==> src/rtl/rv32i_types.sv <==
// Shared types and line-geometry constants for the L2-side memory path.
package rv32i_types;

    localparam int LINE_WIDTH  = 256;
    localparam int OFFSET_BITS = 5;
    localparam int ADDR_WIDTH  = 32;

    // Clears the byte-offset bits so an address points at the start of its line.
    localparam logic [ADDR_WIDTH-1:0] LINE_ADDR_MASK =
        ~((ADDR_WIDTH'(1) << OFFSET_BITS) - ADDR_WIDTH'(1));

    typedef enum logic [1:0] {
        IDLE  = 2'd0,
        READ  = 2'd1,
        WRITE = 2'd2
    } arb_state_t;

endpackage

==> src/rtl/ewb_mem_arbiter.sv <==
// Arbitrates the single memory port between L2 line fills and eviction write-buffer drains,
// bounding how long fills may starve a non-empty EWB.
module ewb_mem_arbiter
    import rv32i_types::*;
#(
    parameter int STARVE_MAX = 4
) (
    input  logic                  clk,
    input  logic                  rst,

    input  logic                  l2_read_i,
    input  logic [ADDR_WIDTH-1:0] l2_addr_i,
    output logic [LINE_WIDTH-1:0] l2_rdata_o,
    output logic                  l2_resp_o,

    input  logic                  ewb_empty_i,
    input  logic                  ewb_full_i,
    input  logic [LINE_WIDTH-1:0] ewb_data_i,
    input  logic [ADDR_WIDTH-1:0] ewb_addr_i,
    output logic                  ewb_yumi_o,

    output logic                  mem_read_o,
    output logic                  mem_write_o,
    output logic [ADDR_WIDTH-1:0] mem_addr_o,
    output logic [LINE_WIDTH-1:0] mem_wdata_o,
    input  logic [LINE_WIDTH-1:0] mem_rdata_i,
    input  logic                  mem_resp_i
);

    localparam int CNT_W = $clog2(STARVE_MAX + 1);
    localparam logic [CNT_W-1:0] CNT_MAX = CNT_W'(STARVE_MAX);

    arb_state_t            state;
    arb_state_t            next_state;
    logic [CNT_W-1:0]      starve_cnt;
    logic [LINE_WIDTH-1:0] wb_data;
    logic [ADDR_WIDTH-1:0] wb_addr;

    logic                  read_grant;
    logic                  write_grant;
    logic                  idle_read;
    logic                  idle_write;

    // Fills win unless the EWB is full or has already waited STARVE_MAX fills.
    always_comb begin
        read_grant  = l2_read_i &
                      (ewb_empty_i | (~ewb_full_i & (starve_cnt < CNT_MAX)));
        write_grant = ~ewb_empty_i &
                      (~l2_read_i | ewb_full_i | (starve_cnt == CNT_MAX));
        idle_read   = (state == IDLE) & read_grant;
        idle_write  = (state == IDLE) & write_grant;
    end

    // NOTE: all state uses non-blocking assignments so every flop samples pre-edge values.
    always_ff @(posedge clk) begin
        if (!rst) begin
            state      <= IDLE;
            starve_cnt <= '0;
            // NOTE: wb_data/wb_addr are ordinary registers, not a RAM, so they clear with the rest.
            wb_data    <= '0;
            wb_addr    <= '0;
        end else begin
            state <= next_state;

            if (ewb_empty_i || idle_write) begin
                starve_cnt <= '0;
            end else if (idle_read && starve_cnt != CNT_MAX) begin
                starve_cnt <= starve_cnt + CNT_W'(1);
            end

            if (idle_write) begin
                wb_data <= ewb_data_i;
                wb_addr <= ewb_addr_i;
            end
        end
    end

    // Every op returns through IDLE so arbitration is re-evaluated per transfer.
    always_comb begin
        // NOTE: every output gets a default first, so no path can infer a latch.
        next_state  = state;
        l2_rdata_o  = '0;
        l2_resp_o   = 1'b0;
        ewb_yumi_o  = 1'b0;
        mem_read_o  = 1'b0;
        mem_write_o = 1'b0;
        mem_addr_o  = '0;
        mem_wdata_o = '0;

        if (rst) begin
            unique case (state)
                IDLE: begin
                    if (read_grant) begin
                        next_state = READ;
                    end else if (write_grant) begin
                        next_state = WRITE;
                        ewb_yumi_o = 1'b1;
                    end
                end
                READ: begin
                    mem_read_o = 1'b1;
                    mem_addr_o = l2_addr_i & LINE_ADDR_MASK;
                    if (mem_resp_i) begin
                        l2_resp_o  = 1'b1;
                        l2_rdata_o = mem_rdata_i;
                        next_state = IDLE;
                    end
                end
                WRITE: begin
                    mem_write_o = 1'b1;
                    mem_addr_o  = wb_addr;
                    mem_wdata_o = wb_data;
                    if (mem_resp_i) begin
                        next_state = IDLE;
                    end
                end
                default: begin
                    next_state = IDLE;
                end
            endcase
        end
    end

endmodule

==> config.mk <==
export PLATFORM = sky130hd
export DESIGN_NAME = ewb_mem_arbiter
export DESIGN_NICKNAME = d
export VERILOG_FILES = /design/src/rtl/rv32i_types.sv /design/src/rtl/ewb_mem_arbiter.sv
export SDC_FILE = /design/constraint.sdc
export NUM_CORES = 1
export LEC_CHECK = 0
export ABC_AREA = 0
export CORE_AREA = 3 3 438 440
export CTS_CLUSTER_DIAMETER = 200
export DETAILED_ROUTE_END_ITERATION = 6
export DIE_AREA = 0 0 441 443
export PLACE_DENSITY = 0.33
export SYNTH_ARGS = -nofsm -noshare
export SYNTH_HDL_FRONTEND = slang
export SYNTH_SLANG_ARGS = --single-unit
==> constraint.sdc <==
create_clock -name clk -period 4.1 [get_ports clk]
set_input_delay 0.82 -clock clk [delete_from_list [all_inputs] [get_ports clk]]
set_output_delay 0.82 -clock clk [all_outputs]
set_load 0.1 [all_outputs]
==> results.sh <==
export IMPL_tritoncts="built"
export IMPL_fp_dieH_um=443
export IMPL_multi_input_area_um2=8184
export IMPL_peakVddDrop_v=0.0002602
export IMPL_final_cell_mix="nand2_1, clkdlybuf4s50_1, buf_12"
export IMPL_period_share_pct=86.33
export IMPL_yosysUniqueCellTypes=30
export IMPL_root_buffer="clkbuf_16"
export IMPL_seq_area_frac_synth_pct=39.23
export IMPL_final_max_slew_violation_count=0
export IMPL_synth_top_cell_area_share_pct=39.23
export IMPL_drc=0
export IMPL_synth_area_um2=14950
export IMPL_vias_per_cell=3.170
export IMPL_netlist_instances=1965
export IMPL_place_port_buffers=1124
export IMPL_synth_seq_cells=293
export IMPL_synth_main_ff_cell="dfxtp_1"
export IMPL_avgRoutedWirePerCell_um=22.32
export IMPL_nFillCells=21040
export IMPL_antenna_found_initial=77
export IMPL_clk_path_buf_depth=3
export IMPL_cts_buffers=44
export IMPL_path_cells="inv_1, ha_4, buf_12, a22oi_1, nor2_1, buf_12"
export IMPL_grt_max_degree=139
export IMPL_setup_viol=0
export IMPL_cp_top_family="buffers and inverters"
export IMPL_regArea_um2=5866
export IMPL_fmax_mhz=282.5
export IMPL_num_vias=17530
export IMPL_status="finished clean"
export IMPL_required_ns=3.28
export IMPL_period_minus_slack_ns=3.539
export IMPL_globalRouteTotalUtil_pct=11.94
export IMPL_yosys_top_cells_area="dfxtp_1, nand2_1, a21boi_1"
export IMPL_h_tree_depth=2
export IMPL_clk_latency_ns=0.60
export IMPL_setup_tns_ns=0
export IMPL_slew_headroom_pct=41.62
export IMPL_drive_above_1_share_pct=21.73
export IMPL_hold_viol_final=0
export IMPL_die_area_um2=195400
export IMPL_synth_edf_count=0
export IMPL_gr_total_overflow=0
export IMPL_synth_fp_nets=2552
export IMPL_cts_setup_buffers=0
export IMPL_core_area_um2=188000
export IMPL_cp_slowest_stage_delay_ns=0.66
export IMPL_startpoint_type="flop"
export IMPL_final_antenna_net_count=0
export IMPL_hold_class="reg2reg"
export IMPL_rows=159
export IMPL_p_leak_nw=13.56
export IMPL_rsz0062_at_grt="no"
export IMPL_final_common_cell="nand2_1"
export IMPL_path_clk_slew_ns=0.05
export IMPL_worst_path_most_repeated_cell="buf_12"
export IMPL_synthArstFlopShare_pct=0
export IMPL_postRouteWirelength_um=123400
export IMPL_cp_slowest_cell="ha_4"
export IMPL_hold_slack_ns=0.4457
export IMPL_synth_top_cell_by_area="dfxtp_1"
export IMPL_grt_pass1_wl_um=160800
export IMPL_final_nets=3566
export IMPL_drtIter0Drc=809
export IMPL_critPathBufInv=3
export IMPL_cts_resized_gates=0
export IMPL_ys_warnings_count=0
export IMPL_clock_skew_ns=0.02734
export IMPL_syn2layout_area_growth_pct=128.8
export IMPL_synth_area_per_cell_um2=7.608
export IMPL_cap_violations=0
export IMPL_cp_max_fo=60
export IMPL_arrival_ns=2.72
export IMPL_cts_hold_buffers=0
export IMPL_dr_pass1_iters=5
export IMPL_worstSetupEndpointType="output pin"
export IMPL_grt_pass1_vias=17170
export IMPL_initial_core_util_pct=7.952
export IMPL_tightestPinTransition_ns=0.8727
export IMPL_power_density_nw_per_um2=279.0
export IMPL_critical_path_class="reg2out"
export IMPL_io_pins=1130
export IMPL_post_dp_hpwl_um=99600
export IMPL_routabilityCongestion=0.7873
export IMPL_fp_dieW_um=441
export IMPL_cts_sinks=293
==> power breakdown <==
part           switching, mW  internal (mW)
combinational           1.52           1.08
clock                   1.50           2.27
sequential             0.103           3.07
==> metal layers <==
metal / track usage, % / part of all wire [%] / wire length [µm]
met4: 4.408 / 3.4 / 4189
met5: 0 / 0.011 / 13
met3: 2.783 / 6.0 / 7346
met1: 11.06 / 32 / 39750
met2: 24.57 / 58 / 72100
==> cell type report <==
cell class,instances,area share [%]
clock inverter,8,0.3365
multi-input combinational,1476,23.92
antenna,29,0.2121
clock buffer,64,3.738
timing repair buffer,1160,45.48
inverter,4,0.04389
tap,2495,9.124
sequential,293,17.14
==> Yosys cell counts (all sizes together), types with 2 or more instances <==
library cell and instances:
o21ai 2, clkbuf 122, dfxtp 293, inv 4, and2 259, nor2b 5, ha 5, a22oi 27
nand2 580, a21oi 4, buf 70, o31ai 2, nor2 31, a21boi 289, and3 262
==> stage by stage <==
stage | cells | power (mW) | setup slack [ns] | cell area [µm²] | utilization, %
after floorplan | 1965 | 4.549 | 0.1636 | 14950 | -
after global placement | 5428 | 5.875 | 0.6109 | 32750 | 17.42
after detailed placement | 5428 | 5.878 | 0.6065 | 32750 | 17.42
after CTS | 5500 | 9.809 | 0.4138 | 34140 | 18.16
after global routing | 5528 | 10.03 | 0.3705 | 34210 | 18.20
final | 5529 | 9.544 | 0.5606 | 34210 | 18.20
==> flip-flops by register name (all words and copies together) (netlist names) <==
name and count:
wb_data 256, wb_addr 32, starve_cnt 3, state 2
==> worst paths after layout <==
path | from | endpoint | slack, ns | cells past startpoint
setup / recovery | state[0] | mem_addr_o[12] | 0.56 | 6
hold / removal | wb_data[70] | wb_data[70] | 0.45 | 2
setup reg to reg | state[0] | wb_data[17] | 1.46 | 8
hold reg to reg | wb_data[70] | wb_data[70] | 0.45 | 2
==> cell families after synthesis <==
group	count (synthesis)	share of synthesized area, %
fa+ha+maj	5	0.4184
compound gates	329	16.47
simple gates	1142	37.58
buf+inv	196	6.293
flops	293	39.23
==> worst register-to-register path, cell delays in order (launching register included) <==
cell,delay (ns)
dfxtp_1,0.32
inv_1,0.12
ha_1,0.28
nor2b_1,0.20
a21boi_4,0.30
buf_12,0.33
buf_4,0.64
nand2_1,0.23
a21boi_1,0.15
Note: power is estimated with default switching activity, not from simulation.
